===== config.mk =====
export PLATFORM = sky130hd
export DESIGN_NAME = load_reg_arbiter
export DESIGN_NICKNAME = d
export VERILOG_FILES = /design/src/rtl/load_reg_arbiter_pkg.sv /design/src/rtl/load_reg_arbiter_rr_pick4.sv /design/src/rtl/load_reg_arbiter.sv
export SDC_FILE = /design/constraint.sdc
export NUM_CORES = 1
export LEC_CHECK = 0
export BUFFER_PORTS_ARGS = -buffer_cell sky130_fd_sc_hd__buf_2
export CAP_MARGIN = 10
export CORE_MARGIN = 2
export CORE_UTILIZATION = 46
export DETAILED_ROUTE_END_ITERATION = 16
export PLACE_DENSITY_LB_ADDON = 0.08
export SLEW_MARGIN = 20
export SYNTH_ARGS = -nofsm -noshare
export SYNTH_HDL_FRONTEND = slang
export SYNTH_SLANG_ARGS = --single-unit

===== constraint.sdc =====
create_clock -name clk -period 2.65 [get_ports clk]
set_clock_uncertainty 0.2 [all_clocks]
set_input_delay 0.265 -clock clk [delete_from_list [all_inputs] [get_ports clk]]
set_output_delay 0.265 -clock clk [all_outputs]
set_load 0.01 [all_outputs]

===== src/rtl/load_reg_arbiter_pkg.sv =====
// Shared definitions for the load-register arbiter and related schedulers.
//   state_t       : FSM state encoding (IDLE/LOAD/ACK)
//   DEF_N_REQ/DW  : default requester count and data width
//   wrap_inc      : (i+1) mod 4 for two-bit round-robin pointers
package load_reg_arbiter_pkg;

    localparam int DEF_N_REQ = 4;
    localparam int DEF_DW    = 4;

    typedef enum logic [1:0] {
        ST_IDLE = 2'd0,
        ST_LOAD = 2'd1,
        ST_ACK  = 2'd2
    } state_t;

    // Two-bit arithmetic wraps naturally, giving (i+1) mod 4.
    function automatic logic [1:0] wrap_inc(input logic [1:0] i);
        return i + 2'd1;
    endfunction

endpackage


===== src/rtl/load_reg_arbiter_rr_pick4.sv =====
// Combinational four-way round-robin picker.
//   e      : eligible requester bits
//   ptr    : highest-priority index; search runs ptr, ptr+1, ... mod 4
//   valid  : any bit of e set
//   winner : first set bit of e found by the search (ptr when !valid)
module rr_pick4 (
    input  logic [3:0] e,
    input  logic [1:0] ptr,
    output logic       valid,
    output logic [1:0] winner
);

    always_comb begin
        valid  = 1'b0;
        winner = ptr;
        for (int unsigned k = 0; k < 4; k++) begin
            if (!valid && e[ptr + 2'(k)]) begin
                valid  = 1'b1;
                winner = ptr + 2'(k);
            end
        end
    end

endmodule


===== src/rtl/load_reg_arbiter.sv =====
// Round-robin controller sharing one load register between four requesters.
//   clk       : system clock, rising edge
//   rst       : synchronous active-low reset
//   req       : per-requester request level, held until ack
//   req_data  : packed requester values, lane i at [i*DW +: DW]
//   en_mask   : 1 = requester eligible for a grant
//   reg_load  : one-cycle load strobe to the shared register
//   reg_din   : data to the shared register
//   ack       : one-hot, one-cycle acknowledge to the winner
//   busy      : high while a transaction is in flight
//   grant_idx : current or most recent winner
module load_reg_arbiter
    import load_reg_arbiter_pkg::*;
#(
    parameter int N_REQ = DEF_N_REQ,
    parameter int DW    = DEF_DW
) (
    input  logic                clk,
    input  logic                rst,
    input  logic [N_REQ-1:0]    req,
    input  logic [N_REQ*DW-1:0] req_data,
    input  logic [N_REQ-1:0]    en_mask,
    output logic                reg_load,
    output logic [DW-1:0]       reg_din,
    output logic [N_REQ-1:0]    ack,
    output logic                busy,
    output logic [1:0]          grant_idx
);

    state_t            state, state_n;
    logic [1:0]        ptr, ptr_n;
    logic              load_n;
    logic [DW-1:0]     din_n;
    logic [N_REQ-1:0]  ack_n;
    logic [1:0]        gidx_n;
    logic              busy_n;

    logic              pick_valid;
    logic [1:0]        pick;

    rr_pick4 u_pick (
        .e      (req & en_mask),
        .ptr    (ptr),
        .valid  (pick_valid),
        .winner (pick)
    );

    always_comb begin
        state_n = state;
        ptr_n   = ptr;
        load_n  = reg_load;
        din_n   = reg_din;
        ack_n   = ack;
        gidx_n  = grant_idx;
        case (state)
            ST_IDLE: begin
                if (pick_valid) begin
                    state_n = ST_LOAD;
                    din_n   = req_data[pick*DW +: DW];
                    gidx_n  = pick;
                    load_n  = 1'b1;
                end
            end
            ST_LOAD: begin
                // grant_idx still holds the winner latched on entry to LOAD.
                load_n           = 1'b0;
                ack_n            = '0;
                ack_n[grant_idx] = 1'b1;
                state_n          = ST_ACK;
            end
            ST_ACK: begin
                ack_n   = '0;
                ptr_n   = wrap_inc(grant_idx);
                state_n = ST_IDLE;
            end
            default: begin
                load_n  = 1'b0;
                ack_n   = '0;
                state_n = ST_IDLE;
            end
        endcase
        // busy is registered, so it tracks the state being entered.
        busy_n = (state_n != ST_IDLE);
    end

    always_ff @(posedge clk) begin
        if (!rst) begin
            state     <= ST_IDLE;
            ptr       <= 2'd0;
            reg_load  <= 1'b0;
            reg_din   <= '0;
            ack       <= '0;
            busy      <= 1'b0;
            grant_idx <= 2'd0;
        end else begin
            state     <= state_n;
            ptr       <= ptr_n;
            reg_load  <= load_n;
            reg_din   <= din_n;
            ack       <= ack_n;
            busy      <= busy_n;
            grant_idx <= gidx_n;
        end
    end

endmodule


==> key figures, run 1 <==
Critical path
  – Crit Path Class: flop to flop
  – Required time of the critical path: ~2.6 ns
  – CP arrival: between 2 and 2.5 ns
  – Reg2reg path depth: 5
  – Startpoint types: flop
  – CP Capture Type: flop
  – Crit path max fanout: 7

GRT
  – Initial antenna violation count: 0
  – Vias in the first global route: 727
  – Total Routing Usage GR: 19.9%
  – Largest net degree at the start of global routing: 10
  – Grt ovf: 0
  – First-pass GRT wire length: about 3200 µm

CTS
  – Clock-pin slew on the worst setup and hold paths: about 0.1 ns
  – Total CTS buffers: 3
  – Setup Fix Bufs, Post-CTS: 0
  – Clock buffer depth: 2
  – CTS tree: done
  – Clock latency on the worst-skew pair: about 0.29 ns
  – Cts hold-fix bufs: 0
  – Root Driver: clkbuf_4
  – Clk sinks: 16
  – Total number of H-tree levels: 1
  – Post-CTS sizing: 0

Placed design
  – Placed Area: around 1100 µm²
  – Placement Setup Slack: 0.562 ns
  – Routability cong.: approximately 0.82
  – Cell total after placement: 161
  – Detailed Place HPWL: ~1700 µm
  – Port Buf Inserts: 37

Timing
  – Final Hold Viols: 0
  – Min Clock Period, post-route: between 2 and 2.5 ns
  – Max-Slew Margin vs Limit: between 60% and 70%
  – # setup viols final: 0
  – RSZ-0062 raised after global routing: no
  – Period Utilization, post-route: 81.0%
  – Slew @ Worst Pin: roughly 0.52 ns
  – Final WS setup: 0.503 ns
  – Hold_ws: 0.0776 ns
  – Slew Viols, Final: 0
  – Setup TNS: 0 ns
  – Fmax: approximately 0.47 GHz

Logic synthesis
  – Synth Instances: 100
  – Syn. warnings: 0
  – Mux cell area share after synthesis: ~13%
  – Register area share after synthesis: approximately 36%
  – Adder and majority gate portion of the synthesized area: 5.58%
  – Asr flop ratio synth: 0%
  – Synth Area in Simple Gates: between 10% and 20%
  – Post-Synth XOR/XNOR Area: 0%
  – Syn Nets: 130
  – EDFF count, synth: 0
  – Post-Syn Area: roughly 900 µm²
  – Area contributors post-synth: dfxtp_1 (36%), mux2i_1 (13%), ha_1 (5.6%)
  – Main combinational cell family by area after synthesis: compound AO/OA/AOI/OAI gates
  – Share of the synthesized area in the top cell type: a little over a third
  – Synth Flop Type: dfxtp_1
  – Netlist cell types: 35
  – Dominant cell type by area after synthesis: dfxtp_1
  – Syn_area_per_cell: roughly 9.0 µm²
  – Post-synthesis compound-gate area fraction: approximately 27%
  – Yosys reg bits: 16

Final layout
  – Final nets: ~170
  – Post-Layout Cell Count: about 170
  – Most common cell after layout, fill and taps aside: buf_2
  – Design area: 1150 µm²
  – Fin util: 64.4%
  – Area Growth Syn to Fin: 28.0%
  – Most frequent cells in the layout: buf_2 (37), dfxtp_1 (16), mux2i_1 (12)
  – Layout cell share with drive strength beyond 1: roughly a third
  – Layout fillers: 150
  – Diode count: 0

Pwr
  – Clock network fraction of design power: between 20% and 30%
  – Pint: between 0.4 and 0.5 mW
  – Psw: around 0.19 mW
  – Sw frac: approximately 30%
  – Sequential share of power: about 46%
  – Logic gate share of total power: a little over a quarter
  – LEAKAGE: about 0.57 nW
  – Total power: slightly above 0.6 mW
  – Worst vdd ir: around 0.32 mV
  – Power Dens Cells: between 500 and 600 nW/µm²

Detailed routing
  – Drt wl/cell: between 10 and 15 µm
  – Drt total wl: about 2200 µm
  – DRC errors left: 0
  – First-pass iteration count of the detailed router: 4
  – Vias per cell: ~5.4
  – First DRT Iteration DRCs: 22
  – Via count: 893
  – Detail Route Antenna Nets: 0

Floorplan
  – Die Wd: 48.2 µm
  – Die area: between 2000 and 2500 µm²
  – Row cnt: 15
  – Die height: 48.2 µm
  – Starting Density: approximately half
  – Placeable Area: around 1800 µm²
  – Ports: 38

Hold path
  – Hold Path Stages: 3
  – Hold Path Class: input port to flop

Run
  – Max Cap Violations: 0

Outcome
  – Outcome: completed
Yosys cell counts, drive strengths merged (3+ instances only):
cell type,number
a21oi,4
a22oi,3
nor2,12
nand2,7
inv,7
ha,4
dfxtp,16
o21ai,3
mux2i,12
a31oi,3
cell families after synthesis:
logic type | count (synthesis)
flops | 16
mux | 12
fa+ha+maj | 4
compound gates | 31
simple gates | 28
buf+inv | 9
power groups by stage:
stage,logic (mW),clock network (mW),registers [mW]
after global routing,0.179,0.181,0.286
final,0.163,0.165,0.282
after global placement,0.158,0,0.286
after detailed placement,0.162,0,0.287
after floorplan,0.0940,0,0.292
after CTS,0.163,0.168,0.282
cell type report:
cell class	count	area, µm²	area share [%]
timing repair buffer	38	193	16.8
clock buffer	4	36.3	3.16
inverter	7	26.3	2.29
multi-input combinational	75	542	47.2
sequential	16	320	27.9
tap	25	31.3	2.72
state kept, by name, indices dropped and copies added, names as in the netlist:
signal / cells
ack: 4
busy: 1
grant_idx: 2
ptr: 2
reg_din: 4
reg_load: 1
state: 2
path summary, 6_finish.rpt:
check | start | endpoint | slack [ns]
setup / recovery | ptr[0] | reg_din[3] | 0.50
hold reg to reg | reg_load | reg_load | 0.30
hold / removal | req_data[6] | reg_din[2] | 0.08
setup reg to reg | ptr[0] | reg_din[3] | 0.50
worst max-delay path: stages, from the launching register on:
cell and delay, ns:
dfxtp_1 0.44, and3b_1 0.23, a311oi_2 0.30, o21ai_2 0.19, a2111oi_0 0.56, a211oi_1 0.09
per-layer routing:
| metal | vias up | wire [µm] | global-route usage (%) |
|---|---|---|---|
| met4 | 0 | 14 | 6.49 |
| met5 | - | 0 | 0 |
| met2 | 37 | 993 | 33.7 |
| met3 | 2 | 149 | 4.44 |
| li1 | 449 | - | - |
| met1 | 405 | 993 | 24.9 |
(Power assumes the default switching activity.)
==> run 2: changes to the inputs <==
- ABC_AREA: not set -> 1
- CORE_UTILIZATION: 46 -> 45
- clock period: 2.65 -> 1.8 ns (I/O delays scaled with it)
==> run 2 against run 1 <==
The run now ends with setup timing left. Maximum frequency is 13% higher. Worst hold slack lost 0.065 ns. First-iteration DRC count up 50%. Worst setup slack worse by 0.61 ns. Sequential power increased by 82%. Clock-buffer cell count stayed put. Clock power is 42% higher. Wire length is 31% higher. Total power rose to 2.8 times the previous value. Largest power group is now combinational logic. Largest cell class unchanged.
==> key figures, run 2 <==
Hold path
  – Hold Path Class: input port to flop
  – Endpoint, Worst Hold: grant_idx[1]
  – Hold Path Stages: 3
  – Worst hold start: rst

Floorplan
  – Die Wd: about 56 µm
  – Placeable Area: between 2000 and 3000 µm²
  – Row cnt: 18
  – Die height: approximately 56 µm
  – Ports: 38
  – Die area: 3120 µm²
  – Starting Density: a little under half

CTS
  – Clock-pin slew on the worst setup and hold paths: 0.10 ns
  – Total number of H-tree levels: 1
  – Clock buffer depth: 2
  – Clock latency on the worst-skew pair: between 0.2 and 0.3 ns
  – Clk sinks: 16
  – Total CTS buffers: 3
  – CTS tree: done
  – Root Driver: clkbuf_4
  – Cts hold-fix bufs: 0

Timing
  – Max-Slew Margin vs Limit: 83.6%
  – RSZ-0062 raised after global routing: yes
  – Period Utilization, post-route: 106%
  – Fmax: around 0.52 GHz
  – Min Clock Period, post-route: between 1.5 and 2 ns
  – Slew Viols, Final: 0
  – Final Hold Viols: 0
  – Final WS setup: -0.107 ns
  – # setup viols final: 5
  – Slew @ Worst Pin: 0.246 ns

GRT
  – Grt ovf: 0
  – Total Routing Usage GR: between 10% and 20%
  – Largest net degree at the start of global routing: 12
  – Initial antenna violation count: 0
  – First-pass GRT wire length: about 4800 µm
  – Vias in the first global route: 1147

Logic synthesis
  – Netlist cell types: 22
  – Post-Syn Area: between 1000 and 1500 µm²
  – Synth Instances: 182
  – EDFF count, synth: 0
  – Asr flop ratio synth: 0%
  – Syn Nets: 212
  – Dominant cell type by area after synthesis: dfxtp_1
  – Share of the synthesized area in the top cell type: a little over a quarter
  – Syn_area_per_cell: 6.64 µm²
  – Top-count cell post-synth: nand2_1
  – Yosys reg bits: 16
  – Register area share after synthesis: about a quarter
  – Syn. warnings: 0
  – Synth Flop Type: dfxtp_1
  – Top cells by count, synth: nand2_1 (68), nand3_1 (27), dfxtp_1 (16), inv_1 (14), nor2_1 (11)
  – Area contributors post-synth: dfxtp_1 (27%), nand2_1 (21%), nand3_1 (11%)

Pwr
  – LEAKAGE: between 0.8 and 0.9 nW
  – Total power: between 1.5 and 2 mW
  – Worst vdd ir: between 0.7 and 0.8 mV
  – Power Dens Cells: around 1100 nW/µm²

Detailed routing
  – Drt wl/cell: 10.8 µm
  – DRC errors left: 0
  – Via count: about 1300
  – Detail Route Antenna Nets: 0
  – First-pass iteration count of the detailed router: 4
  – First DRT Iteration DRCs: 33
  – Vias per cell: around 5.0
  – Drt total wl: between 2000 and 3000 µm

Final layout
  – Diode count: 0
  – Layout cell share with drive strength beyond 1: 37.2%
  – Most common cell after layout, fill and taps aside: nand2_1
  – Largest registers: ack (4), reg_din (4)
  – Most frequent cells in the layout: nand2_1 (61), buf_2 (37), nand3_1 (25)
  – Fin util: a little over three fifths
  – Area Growth Syn to Fin: 30.4%
  – Final nets: about 260

Critical path
  – CP Capture Type: flop
  – Reg2reg path depth: 14
  – Worst R2R Setup Slack: -0.11 ns
  – Crit path max fanout: 8
  – Required time of the critical path: approximately 1.8 ns
  – CP arrival: 1.90 ns
  – RR Startpoint: ptr[0]
  – FF-to-FF End: reg_din[2]
  – Crit Path Class: flop to flop
  – Startpoint types: flop

Outcome
  – Outcome: complete, but fails checks
  – Failing checks: setup timing

Placed design
  – Detailed Place HPWL: about 2300 µm
  – Port Buf Inserts: 37
  – Routability cong.: ~0.80

Run
  – Max Cap Violations: 0
[run 2: metal layers]
layer	global-route usage [%]	routed length [µm]	vias up
li1	-	-	696
met1	25.5	1310	561
met2	31.0	1380	33
met5	0	0	-
met4	6.12	20	0
met3	1.16	112	2
[run 2: how the worst max path moves through the flow]
stage                       from    endpoint  slack, ns  depth (start not counted)
final                     ptr[0]  reg_din[2]      -0.11                         14
after global routing      ptr[0]  reg_din[2]      -0.23                         14
after CTS                 ptr[0]  reg_din[1]      -0.07                         16
after detailed placement  ptr[0]  reg_din[2]      -0.15                         16
after global placement    ptr[0]  reg_din[2]      -0.13                         16
after floorplan           ptr[1]  reg_din[1]      0.008                         17
[run 2: report_power, final]
| part | internal, mW | total [mW] | leakage (nW) | switching, mW |
|---|---|---|---|---|
| logic | 0.398 | 0.980 | 0.710 | 0.582 |
| clock network | 0.123 | 0.234 | 0.0210 | 0.111 |
| registers | 0.447 | 0.514 | 0.133 | 0.0670 |
[run 2: kinds of logic (layout without fill, tap and decap cells)]
group	Yosys count	count (layout)	share of synthesized area, %
AO/OA/AOI/OAI	15	15	8.70
buffers and inverters	22	70	8.69
AND/OR/NAND/NOR	125	126	52.0
adder cells (fa/ha/maj)	4	4	4.14
flip-flops	16	16	26.5
[run 2: area by class of cell]
class	count	area [µm²]
Clock buffer	4	36.3
Fill cell	248	946
Inverter	17	68.8
Multi-Input combinational cell	145	822
Sequential cell	16	325
Tap cell	30	37.5
Timing Repair Buffer	49	287
[run 2: through the flow]
step	setup slack (ns)	hold WS [ns]	instances	area, µm²	TNS (ns)
2_1_floorplan	0.00801	0.146	182	1210	0
3_3_place_gp	-0.126	0.259	255	1470	-0.533
3_5_place_dp	-0.155	0.270	255	1470	-0.739
4_1_cts	-0.0661	0.00423	261	1560	-0.270
5_1_grt	-0.232	0.0221	261	1580	-1.11
6_report	-0.107	0.0130	261	1580	-0.369
[run 2: critical path, stage by stage, from the launching register on]
cell,delay (ns)
dfxtp_4,0.40
buf_6,0.13
nand3_1,0.08
nand2_2,0.09
nand2_1,0.09
nand2_4,0.12
nand4_4,0.11
nand2_4,0.15
nand2_4,0.08
nand2_1,0.06
nand2_1,0.05
nand2_1,0.08
nand3_2,0.09
nand2_1,0.06
inv_1,0.03
[run 2: what timing repair did]
action / CTS / global route
gates cloned: 1 / 0
setup buffers: 1 / 0
setup endpoints to repair: 8 / 8
gates resized for setup: 12 / 7
pin swaps: 6 / 4
==> run 3: changes to the inputs <==
- ABC_CLOCK_PERIOD_IN_PS: not set -> 1800
- CORE_MARGIN: 2 -> 10
==> run 3 against run 2 <==
The flow still finishes with violations (setup timing). Wire length is 20% higher. Cell area up 13%. Flip-flop and latch count unchanged. Critical path type unchanged. Largest cell class unchanged. Largest power group unchanged. Highest routed layer unchanged.
==> key figures, run 3 (synthesized netlist as in run 2, its figures left out) <==
Outcome
  – Outcome: complete, but fails checks
  – Failing checks: setup timing

Hold path
  – Endpoint, Worst Hold: reg_din[0]
  – Hold Path Stages: 5
  – Worst hold start: req_data[12]
  – Hold Path Class: input port to flop

CTS
  – Total number of H-tree levels: 1
  – Root Driver: clkbuf_4
  – Clock latency on the worst-skew pair: ~0.29 ns
  – Clk sinks: 16
  – Clock-pin slew on the worst setup and hold paths: 0.09 ns
  – Total CTS buffers: 3
  – Clock buffer depth: 2
  – CTS tree: done

GRT
  – First-pass GRT wire length: between 5000 and 6000 µm
  – Total Routing Usage GR: around 13%
  – Largest net degree at the start of global routing: 12
  – Grt ovf: 0
  – Vias in the first global route: about 1300
  – Initial antenna violation count: 0

Final layout
  – Diode count: 0
  – Fin util: ~70%
  – Area Growth Syn to Fin: 47.0%
  – Largest registers: ack (4), reg_din (4)
  – Most frequent cells in the layout: nand2_1 (56), buf_2 (37), nand3_2 (17)
  – Most common cell after layout, fill and taps aside: nand2_1
  – Final nets: roughly 270
  – Layout cell share with drive strength beyond 1: roughly 46%

Pwr
  – Clock network fraction of design power: 12.4%
  – Worst vdd ir: 0.916 mV
  – Sequential share of power: a little over a quarter
  – Psw: a little under 0.9 mW
  – Power Dens Cells: 1090 nW/µm²
  – Logic gate share of total power: between 60% and 70%
  – Sw frac: about 45%
  – LEAKAGE: roughly 0.9 nW
  – Total power: about 1.9 mW
  – Pint: ~1.1 mW

Critical path
  – FF-to-FF End: reg_din[1]
  – Crit path max fanout: 6
  – CP Capture Type: flop
  – Worst R2R Setup Slack: -0.17 ns
  – RR Startpoint: ptr[1]
  – Reg2reg path depth: 12
  – Required time of the critical path: roughly 1.8 ns
  – Startpoint types: flop
  – Crit Path Class: flop to flop
  – CP arrival: ~2.0 ns

Floorplan
  – Placeable Area: about 2500 µm²
  – Die area: a little over 5000 µm²
  – Die height: roughly 70 µm
  – Starting Density: a little under half
  – Row cnt: 18
  – Ports: 38
  – Die Wd: 71.8 µm

Detailed routing
  – Detail Route Antenna Nets: 0
  – First-pass iteration count of the detailed router: 4
  – Drt wl/cell: between 10 and 15 µm
  – Via count: 1355
  – DRC errors left: 0
  – Vias per cell: between 5 and 6
  – Drt total wl: roughly 3400 µm
  – First DRT Iteration DRCs: 80

Timing
  – RSZ-0062 raised after global routing: yes
  – Slew Viols, Final: 0
  – Fmax: 0.509 GHz
  – Slew @ Worst Pin: between 0.2 and 0.25 ns
  – Final Hold Viols: 0
  – Period Utilization, post-route: 109%
  – Max-Slew Margin vs Limit: 83.3%
  – Final WS setup: -0.165 ns
  – # setup viols final: 6
  – Min Clock Period, post-route: a little under 2 ns

Placed design
  – Routability cong.: roughly 0.84
  – Placement Setup Slack: -0.203 ns
  – Port Buf Inserts: 37
  – Detailed Place HPWL: between 2000 and 3000 µm

Run
  – Max Cap Violations: 0
## run 3: worst max path at each step
stage	start	end	cells past startpoint	slack, ns
2_1_floorplan	ptr[1]	reg_din[1]	17	0.008
3_3_place_gp	ptr[0]	reg_din[2]	16	-0.15
3_5_place_dp	ptr[0]	reg_din[1]	16	-0.20
4_1_cts	ptr[0]	reg_din[1]	12	-0.11
5_1_grt	ptr[1]	reg_din[3]	13	-0.25
6_report	ptr[1]	reg_din[1]	12	-0.17
## run 3: area by class of cell
| cell class | instances | area (µm²) |
|---|---|---|
| multi-input cells | 145 | 963 |
| fillers | 209 | 746 |
| repair buffers | 54 | 343 |
| flip-flops and latches | 16 | 328 |
| inverters | 17 | 68.8 |
| well taps | 30 | 37.5 |
| clock buffers | 4 | 36.3 |
## run 3: per-layer routing
metal  track usage [%]  part of all wire, %
met3              2.48                  5.5
met2              21.3                   49
met1              14.2                   44
met5                 0                    0
met4              8.39                  2.3
## run 3: power groups by stage
stage | logic, mW | clock network [mW] | registers, mW
final | 1.18 | 0.240 | 0.516
after detailed placement | 0.920 | 0 | 0.516
after CTS | 1.08 | 0.247 | 0.516
after floorplan | 0.604 | 0 | 0.542
after global placement | 0.903 | 0 | 0.517
after global routing | 1.31 | 0.262 | 0.529
## run 3: worst max-delay path, cell delays in order, from the launching register on
cell and delay [ns]:
dfxtp_4 0.37, inv_2 0.13, nand2_1 0.08, nand2_2 0.11, nand2_2 0.08, nand2_4 0.12
nor2_8 0.05, buf_6 0.11, a31oi_4 0.24, buf_4 0.18, nand3_1 0.08, nand2_1 0.07
inv_1 0.04
## run 3: through the flow
stage | setup TNS, ns | hold WS (ns) | cells | area, µm²
after detailed placement | -1.23 | 0.279 | 254 | 1470
after global routing | -1.35 | 0.0735 | 266 | 1780
after floorplan | 0 | 0.146 | 182 | 1210
after CTS | -0.462 | 0.0222 | 264 | 1660
final | -0.780 | 0.0428 | 266 | 1780
after global placement | -0.784 | 0.253 | 254 | 1470
## run 3: repair_timing
action                     CTS  global route
setup endpoints to repair    8             8
hold buffers                 1             0
hold endpoints to repair     3             0
pin swaps                    9            13
setup buffers                4             2
gates cloned                 1             0
resized for setup           29            20
